**config.mk**
```make
export PLATFORM = sky130hd
export DESIGN_NAME = rom_port_arbiter
export DESIGN_NICKNAME = d
export VERILOG_FILES = /design/src/rtl/rom_port_arbiter.sv
export SDC_FILE = /design/constraint.sdc
export NUM_CORES = 1
export LEC_CHECK = 0
export ABC_AREA = 1
export CORE_ASPECT_RATIO = 1.75
export CORE_MARGIN = 1.5
export CORE_UTILIZATION = 26
export DETAILED_ROUTE_END_ITERATION = 7
export GPL_TIMING_DRIVEN = 0
export PLACE_DENSITY = 0.92
export RECOVER_POWER = 25
export SKIP_LAST_GASP = 1
export SLEW_MARGIN = 10
export SYNTH_ARGS = -nofsm -noshare
export SYNTH_HDL_FRONTEND = slang
export SYNTH_SLANG_ARGS = --single-unit
```
**constraint.sdc**
```tcl
create_clock -name mclk -period 2.56 [get_ports mclk]
set_input_delay 0.512 -clock mclk [delete_from_list [all_inputs] [get_ports mclk]]
set_output_delay 0.512 -clock mclk [all_outputs]
set_load 0.02 [all_outputs]
```
**src/rtl/rom_port_arbiter.sv**
```systemverilog
// rom_port_arbiter: round-robin share of one ROM read port between IF and LD.
//   mclk/reset            clock, async active-high reset
//   if_*/ld_*             req/addr/gnt request side, rvalid/rdata/err response side
//   rom_enable/address    issue to rom_memory; rom_data_in is its registered word
module rom_port_arbiter #(
  parameter int unsigned SIZE   = 64000,
  parameter int unsigned ADDR_W = 32
) (
  input  logic              mclk,
  input  logic              reset,
  input  logic              if_req,
  input  logic [ADDR_W-1:0] if_addr,
  output logic              if_gnt,
  output logic              if_rvalid,
  output logic [31:0]       if_rdata,
  output logic              if_err,
  input  logic              ld_req,
  input  logic [ADDR_W-1:0] ld_addr,
  output logic              ld_gnt,
  output logic              ld_rvalid,
  output logic [31:0]       ld_rdata,
  output logic              ld_err,
  output logic              rom_enable,
  output logic [ADDR_W-1:0] rom_address,
  input  logic [31:0]       rom_data_in
);
  logic              last_ld, resp_v, resp_ld, resp_err, grant_any, ok;
  logic [ADDR_W-1:0] gaddr;
  // IF wins unless LD also asks and IF owned the port last
  assign if_gnt    = !reset && if_req && (!ld_req || last_ld);
  assign ld_gnt    = !reset && ld_req && !if_gnt;
  assign grant_any = if_gnt || ld_gnt;
  assign gaddr     = if_gnt ? if_addr : ld_addr;
  // full-width compare so high addresses cannot wrap into range
  assign ok          = gaddr[1:0] == 2'b00 && gaddr <= ADDR_W'(SIZE - 4);
  assign rom_enable  = grant_any && ok;
  assign rom_address = rom_enable ? gaddr : '0;
  always_ff @(posedge mclk or posedge reset)
    if (reset) begin
      last_ld  <= 1'b1;
      resp_v   <= 1'b0;
      resp_ld  <= 1'b0;
      resp_err <= 1'b0;
    end else begin
      resp_v   <= grant_any;
      resp_ld  <= ld_gnt;
      resp_err <= grant_any && !ok;
      if (grant_any) last_ld <= ld_gnt;
    end
  assign if_rvalid = resp_v && !resp_ld;
  assign ld_rvalid = resp_v && resp_ld;
  assign if_err    = if_rvalid && resp_err;
  assign ld_err    = ld_rvalid && resp_err;
  assign if_rdata  = (if_rvalid && !resp_err) ? rom_data_in : 32'h0;
  assign ld_rdata  = (ld_rvalid && !resp_err) ? rom_data_in : 32'h0;
endmodule
```
==> metrics, run 1 <==
status=finished with violations; failing checks=setup timing; clk_lat worst skew=0.22 ns; GRT Total Usage=0.239; Inserted Diodes=0; cell count after synthesis=289; Yosys warnings=0; synth top area cells=nor2_1 (20%), nand2_1 (16%), inv_1 (13%), buf_4 (9.3%), nor2_4 (7.4%); Unique masters post-synth=24; vias per inst=4.24; CTS root buf=clkbuf_8; Die W=60.9 microns; crit path capture type=primary output; port bufs=184; largest net degree at the start of global routing=11; Achievable Freq=363 MHz; Yosys top cell area share=0.197; area leader, netlist=nor2_1; Core ar.=5630 sq um; WL final=8070 microns; DRC violations left=0; Post-DP Area=3530 sq um; worst ir drop on vdd=0.000223 V; io pins=203; Iteration-0 DRC Markers=67; final setup fails=15; vias=2,495; Crit path arrival time=2.24 ns; clk_skew=0.00109 ns; HP Class=input port to asynchronous set/reset pin; syn_area_per_cell=5.29 sq um; met3 usage=0.124; count leader, synth=nor2_1; synthesized flop and latch total=4; Most used DFF post-synth=dfrtp_1; sequential area share after synthesis=0.0663; Max Cap Viol=0; fin crit share=1.08; NumNets Final=614; endpoints failing hold=0; vias in the first global route=2,487; Worst Slack Setup Final=-0.195 ns; GRT busiest layer=met2; critical path class=flop to primary output; initial antenna violation count=0; Area growth, synth to finish=155%; CTS tree=built; fin cells=589; synthesized cell area=1530 sq um; Final TNS setup=-2.32 ns; P per Cell Area=213 nW/um^2; layout cells sized above 1=0.209; H-tree Lvls=1; grt met1 use=0.191; Starting Density=0.271; die height=104 microns; cell area after layout=3900 sq um; CP startpoint kind=flop; post-DP HPWL=6760 microns; Detail Route Antenna Nets=0; first-pass GRT wire length=11,600 microns; Wirelength per Cell=13.7 microns; DR pass1 iterations=4; CP Max Fanout=7; post-layout min period=2.75 ns; CTS Buffer Depth=2; # clock sinks=4; ys async rst share=1.00; Worst Reg-to-Reg Cells=11; Crit path required time=2.05 ns; RSZ-0062 raised after global routing=yes; total grt overflow=0; leakage=2.01 nW; FP Rows=36; Final Util=0.693; GP Congestion=0.805; Pins Over Slew Limit=0; GR Util met2=0.457; Num CTS Buffers=3; synth cell count leaders=nor2_1 (80), nand2_1 (67), inv_1 (54), buf_4 (19), nand3b_1 (11); # placed instances=566; Post-synth EDFFs=0; die area=6360 sq um; CTS Hold Buffers Added=0; clk slew on worst S/H paths=0.03 ns
where the power goes:
group	switching (mW)	internal, mW	leakage (nW)
sequential	0.00375	0.0714	0.0480
clock	0.0392	0.107	0.0228
combinational	0.278	0.331	1.94
total	0.321	0.509	2.01
final cells by class:
| class | count | area [sq um] |
|---|---|---|
| Inverter | 57 | 214 |
| Sequential cell | 4 | 101 |
| Clock buffer | 4 | 45.0 |
| Buffer | 32 | 278 |
| Fill cell | 455 | 1730 |
| Timing Repair Buffer | 203 | 2070 |
| Tap cell | 76 | 95.1 |
| Multi-Input combinational cell | 213 | 1100 |
cells by family (layout without fill, tap and decap cells):
kind of cell           count (synthesis)  count (layout)  share of synthesized area
AOI/OAI and AO/OA                      3               3                     0.0115
buffers and inverters                 89             296                      0.314
DFF                                    4               4                     0.0663
muxes                                  7               7                     0.0459
other                                  1              18                    0.00245
and+or+nand+nor                      185             185                      0.560
metal layers:
metal  vias to the layer above  wire length (microns)  part of all wire
met4                         0                    195             0.024
met5                         -                      0                 0
met3                        17                   1170              0.14
li1                       1243                      -                 -
met2                       155                   4360              0.54
met1                      1080                   2350              0.29
worst max-delay path, cell delays in order, from the launching register on:
cell	delay, ns
dfstp_2	0.53
inv_2	0.05
nand2_4	0.07
buf_6	0.14
buf_8	0.11
nand3b_1	0.09
nand2_1	0.09
nand2_1	0.08
nor2_4	0.09
nand2_2	0.06
nor2_4	0.14
nand3_4	0.15
buf_4	0.18
nor2_4	0.10
buf_6	0.13
per-stage QoR:
| step | power, mW | hold WS (ns) | setup slack, ns |
|---|---|---|---|
| finish | 0.830 | 0.224 | -0.195 |
| global route | 0.872 | 0.244 | -0.288 |
| global placement | 0.598 | 0.460 | -0.976 |
| detailed placement | 0.607 | 0.470 | -1.00 |
| CTS | 0.812 | 0.215 | -0.155 |
| floorplan | 0.336 | 0.285 | 0.255 |
placed cells by master (no fill, tap or decap), drive strengths merged, types with 3 or more instances in the layout:
cell,synthesis,routed
mux2i,7,7
buf,26,60
clkdlybuf4s50,0,156
nor2,93,93
nand3,11,11
inv,57,57
dfrtp,3,3
dlygate4sd3,0,8
conb,1,18
nand2,69,69
clkbuf,6,14
nand3b,11,11
registers in the layout (all words and copies together), names as in the netlist:
signal    flops
last_ld       1
resp_err      1
resp_ld       1
resp_v        1
worst paths after layout:
| path | start | to | slack [ns] |
|---|---|---|---|
| worst min-delay path | reset | resp_err$_DFF_PP0_ | 0.22 |
| worst min register to register | last_ld$_DFFE_PP1P_ | last_ld$_DFFE_PP1P_ | 0.69 |
| worst max register to register | last_ld$_DFFE_PP1P_ | resp_err$_DFF_PP0_ | 0.87 |
| min in group mclk | ld_req | last_ld$_DFFE_PP1P_ | 0.62 |
| worst max-delay path | last_ld$_DFFE_PP1P_ | rom_address[4] | -0.19 |
| max in group asynchronous | reset | last_ld$_DFFE_PP1P_ | 2.09 |
repair_timing:
action	CTS	global route
setup endpoints to repair	16	35
endpoints found under the hold margin	0	0
pin swaps	26	14
resized for setup	122	18
gates cloned	2	1
setup buffers	13	3
(Power assumes the default switching activity.)
==> run 2: changes to the inputs <==
--- a/config.mk
+++ b/config.mk
@@ -10,7 +10,7 @@
 export CORE_MARGIN = 1.5
 export CORE_UTILIZATION = 26
 export DETAILED_ROUTE_END_ITERATION = 7
-export GPL_TIMING_DRIVEN = 0
+export HOLD_SLACK_MARGIN = 0.15
 export PLACE_DENSITY = 0.92
 export RECOVER_POWER = 25
 export SKIP_LAST_GASP = 1
==> run 2 against run 1 <==
The run still ends with setup timing left. Final area down 3.4%. Fmax up 0.75%. Critical path depth unchanged. Non-clock buffer count down 12. Die area unchanged.
==> metrics, run 2 (same netlist as run 1, synthesis figures left out) <==
status=finished with violations; failing checks=setup timing; R2R Setup Slk=0.72 ns (-0.15 ns); Detail Route Antenna Nets=0 (unchanged); fin cells=577 (-2.0%); crit-path cells=inv_2 -> nand2_4 -> nand2_8 -> buf_6 -> buf_4 -> nand2_2 -> nand2_1 -> nor2_1 -> nand2_1 -> nor2_4 -> nand3_4 -> buf_12 -> nor2_4 -> buf_6; Inserted Diodes=0 (unchanged); initial antenna violation count=0 (unchanged); clk slew on worst S/H paths=0.03 ns (about the same); Post-DP Area=3450 sq um (-2.2%); vias per inst=4.27 (+0.85%); CP Max Fanout=7 (unchanged); Die W=60.9 microns (unchanged); Net Sw Frac=0.385 (-0.00232); first-pass GRT wire length=10,700 microns (-7.7%); sequential group share of total power=0.092 (about the same); Worst Reg-to-Reg Cells=12 (+1); R2R Path Start=last_ld$_DFFE_PP1P_; DRC violations left=0 (unchanged); GR Util met2=0.425 (-0.0323); Max Cap Viol=0 (unchanged); Logic pwr share=0.729 (-0.005); io pins=203 (unchanged); Achievable Freq=366 MHz (+0.75%); # placed instances=556 (-1.8%); CTS root buf=clkbuf_8; GP Congestion=0.901 (+12%); port bufs=184 (unchanged); Sw Pwr=0.312 mW (-2.9%); r2r endpoint=resp_err$_DFF_PP0_; DR pass1 iterations=4 (unchanged); CTS Buffer Depth=2 (unchanged); commonest non-fill, non-tap cell in the layout=clkdlybuf4s50_1; H-tree Lvls=1 (unchanged); total grt overflow=0 (unchanged); die height=104 microns (unchanged); FP Rows=36 (unchanged); Crit path required time=2.05 ns (about the same); Num CTS Buffers=3 (unchanged); Int Pwr=0.499 mW (-1.9%); Iteration-0 DRC Markers=61 (-9.0%); CTS tree=built; Worst Slack Setup Final=-0.174 ns (+0.0206 ns); largest net degree at the start of global routing=29 (+18); GRT Total Usage=0.221 (-0.0173); WL final=7470 microns (-7.4%); clock share of power=0.178 (+0.002); HP Class=input port to asynchronous set/reset pin; RSZ-0062 raised after global routing=yes; Pins Over Slew Limit=0 (unchanged); critical path class=flop to primary output; slowest stage delay, CP=0.52 ns (about the same); CP startpoint kind=flop; worst hold margin=0.430 ns (+0.206 ns); Area growth, synth to finish=147%; P per Cell Area=215 nW/um^2 (+1.1%); worst ir drop on vdd=0.000232 V (+4.1%); endpoints failing hold=0 (unchanged); crit path from=last_ld$_DFFE_PP1P_; vias=2,465 (-1.2%); Core ar.=5630 sq um (unchanged); cell area after layout=3770 sq um (-3.4%); # clock sinks=4 (unchanged); clk_skew=0.000143 ns (-0.000943 ns); GRT busiest layer=met2; die area=6360 sq um (unchanged); Wirelength per Cell=12.9 microns (-5.5%); clk_lat worst skew=0.22 ns (about the same); most frequent cells in the layout=clkdlybuf4s50_1 (164), nor2_1 (76), nand2_1 (60); post-layout min period=2.73 ns (-0.0206 ns); slowest CP cell=dfstp_2; grt met1 use=0.181 (-0.00993); crit path capture type=primary output; fin crit share=1.07 (-0.00804); final setup fails=15 (unchanged); Starting Density=0.271 (unchanged); vias in the first global route=2,374 (-4.5%); post-DP HPWL=6270 microns (-7.3%); met3 usage=0.113 (-0.0112); Crit path arrival time=2.22 ns (-0.02 ns); leakage=1.93 nW (-4.0%); CP endpoint=rom_address[11]; NumNets Final=602 (-2.0%); layout cells sized above 1=0.178 (-0.0309)
-- run 2: cell types whose count changed in the layout (fill, tap and decap cells not counted), moves of 4 or more --
cell and change:
clkdlybuf4s50_1 +8, dlygate4sd3_1 -8, nand3_1 +6, nand3_2 -6, clkbuf_2 -4
-- run 2: power by group through the flow --
stage	Combinational, mW	Sequential, mW	Clock (mW)
2_1_floorplan	0.262	0.0742	0
3_3_place_gp	0.516	0.0754	0
3_5_place_dp	0.524	0.0756	0
4_1_cts	0.585	0.0749	0.145
5_1_grt	0.635	0.0755	0.154
6_report	0.592	0.0748	0.145
-- run 2: through the flow --
step	util	setup TNS [ns]	total power, mW	setup WS [ns]
floorplan	-	0	0.336	0.255
detailed placement	0.613	-12.56	0.599	-0.908
CTS	0.663	-1.61	0.805	-0.147
global route	0.669	-3.44	0.865	-0.273
global placement	0.613	-11.83	0.591	-0.847
finish	0.669	-1.99	0.811	-0.174
-- run 2: worst min-delay path by stage --
stage | start | to | cells past startpoint
after CTS | reset | resp_v$_DFF_PP0_ | 4
final | reset | resp_v$_DFF_PP0_ | 4
after global routing | reset | resp_err$_DFF_PP0_ | 4
after detailed placement | last_ld$_DFFE_PP1P_ | last_ld$_DFFE_PP1P_ | 3
after floorplan | reset | resp_err$_DFF_PP0_ | 1
after global placement | last_ld$_DFFE_PP1P_ | last_ld$_DFFE_PP1P_ | 3
-- run 2: cell type report --
type / count / area [sq um]
inverter: 57 / 214
timing repair buffer: 223 / 2240
clock buffer: 4 / 45.0
sequential: 4 / 101
fill: 478 / 1860
tap: 76 / 95.1
multi-input combinational: 213 / 1070
-- run 2: what timing repair did --
action	CTS	global route
setup endpoints to repair	16	17
buffers inserted	15	0
resized for setup	109	14
pin swaps	16	6
gates cloned	2	0
hold buffers	0	0
-- run 2: critical path: cells and delay by family (launching register included) --
family                 cells  cell delay [ns]
flip-flops                 1             0.52
AND/OR/NAND/NOR            9             0.87
buffers and inverters      5             0.60
-- run 2: metal layers --
layer  vias up  share of wire
met1      1059           0.30
met4         0          0.024
met3        16           0.15
li1       1220              -
met5         -              0
met2       170           0.53
==> run 3: changes to the inputs <==
--- a/config.mk
+++ b/config.mk
@@ -7,12 +7,12 @@
 export LEC_CHECK = 0
 export ABC_AREA = 1
 export CORE_ASPECT_RATIO = 1.75
-export CORE_MARGIN = 1.5
+export CORE_MARGIN = 2
 export CORE_UTILIZATION = 26
 export DETAILED_ROUTE_END_ITERATION = 7
 export HOLD_SLACK_MARGIN = 0.15
 export PLACE_DENSITY = 0.92
-export RECOVER_POWER = 25
+export RECOVER_POWER = 50
 export SKIP_LAST_GASP = 1
 export SLEW_MARGIN = 10
 export SYNTH_ARGS = -nofsm -noshare
==> run 3 against run 2 <==
Routed wire length fell by 6.0%. The run still ends with setup timing left. Sequential cell count did not move. Power fell by 5.8%. Fmax rose by 4.3%. Critical path depth did not move. Highest routed layer unchanged.
==> metrics, run 3 (same netlist as run 1, synthesis figures left out) <==
status=finished with violations; failing checks=setup timing; Num CTS Buffers=3 (unchanged); endpoints failing hold=0 (unchanged); Worst Slack Setup Final=-0.0608 ns (+0.113 ns); Crit path required time=2.05 ns (about the same); Pins Over Slew Limit=0 (unchanged); R2R Path Start=last_ld$_DFFE_PP1P_; critical path class=flop to primary output; die area=6530 sq um (+2.6%); Final Util=0.628 (-0.0412); Die W=61.9 microns (+1.6%); vias per inst=4.18 (-2.2%); CTS Buffer Depth=2 (unchanged); Detail Route Antenna Nets=0 (unchanged); Final TNS setup=-0.531 ns (+1.46 ns); CP startpoint kind=flop; crit path from=last_ld$_DFFE_PP1P_; initial antenna violation count=0 (unchanged); post-layout min period=2.62 ns (-0.113 ns); HP Class=input port to asynchronous set/reset pin; Crit path arrival time=2.11 ns (-0.11 ns); CTS tree=built; commonest non-fill, non-tap cell in the layout=clkdlybuf4s50_1; DRC violations left=0 (unchanged); vias=2,378 (-3.5%); total grt overflow=0 (unchanged); Worst Reg-to-Reg Cells=12 (unchanged); port bufs=184 (unchanged); H-tree Lvls=1 (unchanged); CTS Hold Buffers Added=0 (unchanged); largest net degree at the start of global routing=33 (+14%); DR pass1 iterations=5 (+1); WL final=7020 microns (-6.0%); Iteration-0 DRC Markers=74 (+21%); first-pass GRT wire length=10,200 microns (-4.7%); # clock sinks=4 (unchanged); Wirelength per Cell=12.3 microns (-4.7%); Core ar.=5790 sq um (+2.8%); CTS root buf=clkbuf_8; RSZ-0062 raised after global routing=yes; GP Congestion=0.803 (-11%); GRT Total Usage=0.206 (-0.0149); most frequent cells in the layout=clkdlybuf4s50_1 (166), nor2_1 (75), nand2_1 (64); die height=105 microns (+0.96%); Inserted Diodes=0 (unchanged); vias in the first global route=2,298 (-3.2%); NumNets Final=592 (-1.7%); clk slew on worst S/H paths=0.03 ns (about the same); P per Cell Area=210 nW/um^2 (-2.3%); io pins=203 (unchanged); leakage=1.83 nW (-5.1%); Starting Density=0.264 (-0.00733); Achievable Freq=382 MHz (+4.3%); final setup fails=12 (-3); clk_lat worst skew=0.22 ns (about the same); worst ir drop on vdd=0.000261 V (+13%); clk_skew=0.00287 ns (+0.00273 ns); crit path capture type=primary output; layout cells sized above 1=0.161 (-0.0167); post-DP HPWL=6250 microns (-0.27%); Max Cap Viol=0 (unchanged); Area growth, synth to finish=138%; CP Max Fanout=8 (+1); fin crit share=1.02 (-0.0443); FP Rows=37 (+2.8%); Tot Pwr=0.765 mW (-5.8%)
==> run 3: cell types whose count changed in the layout (fill, tap and decap cells not counted), sizes merged <==
cell	before	now
clkdlybuf4s50	164	166
dlymetal6s2s	2	0
buf	53	47
clkbuf	7	4
clkdlybuf4s15	1	0
==> run 3: final cells by class <==
class,count,area [sq um]
Tap cell,78,97.6
Inverter,57,214
Multi-Input combinational cell,213,1060
Timing Repair Buffer,213,2110
Fill cell,539,2150
Sequential cell,4,101
Clock buffer,4,45.0
==> run 3: routing by layer <==
layer  routed length (microns)  global-route usage
met1                      2120               0.174
met2                      3750               0.388
met3                       945              0.0920
met4                       204              0.0760
met5                         0                   0
==> run 3: power by group <==
group	switching (mW)	internal, mW	leakage [nW]
combinational	0.258	0.291	1.76
clock	0.0340	0.106	0.0228
sequential	0.00304	0.0714	0.0480
==> run 3: timing repair <==
action,4_1_cts,5_1_grt
resized for setup,105,13
buffers inserted,6,2
setup endpoints to repair,17,15
pin swaps,15,8
==> run 3: through the flow <==
step / hold slack (ns) / instances / cell area (sq um) / setup WS [ns]
2_1_floorplan: 0.285 / 306 / 1590 / 0.255
3_3_place_gp: 0.463 / 557 / 3450 / -0.834
3_5_place_dp: 0.474 / 557 / 3450 / -0.899
4_1_cts: 0.297 / 567 / 3570 / -0.0709
5_1_grt: 0.323 / 569 / 3630 / -0.185
6_report: 0.305 / 569 / 3630 / -0.0608
==> run 3: worst paths after layout <==
kind | slack [ns] | end
setup / recovery | -0.06 | rom_address[11]
hold reg to reg | 0.69 | last_ld$_DFFE_PP1P_
min in group mclk | 0.68 | last_ld$_DFFE_PP1P_
max in group asynchronous | 2.06 | last_ld$_DFFE_PP1P_
setup reg to reg | 0.77 | resp_err$_DFF_PP0_
hold / removal | 0.30 | resp_v$_DFF_PP0_
==> run 3: critical path, cell delays in order, from the launching register on <==
cell,delay [ns]
dfstp_2,0.52
inv_2,0.05
nand2_4,0.09
nand2_8,0.07
buf_12,0.14
buf_6,0.10
nand2_2,0.04
nand2_1,0.04
nor2_1,0.07
nand2_1,0.09
nor2_4,0.16
nand3_4,0.13
buf_12,0.18
nor2_4,0.08
buf_6,0.12
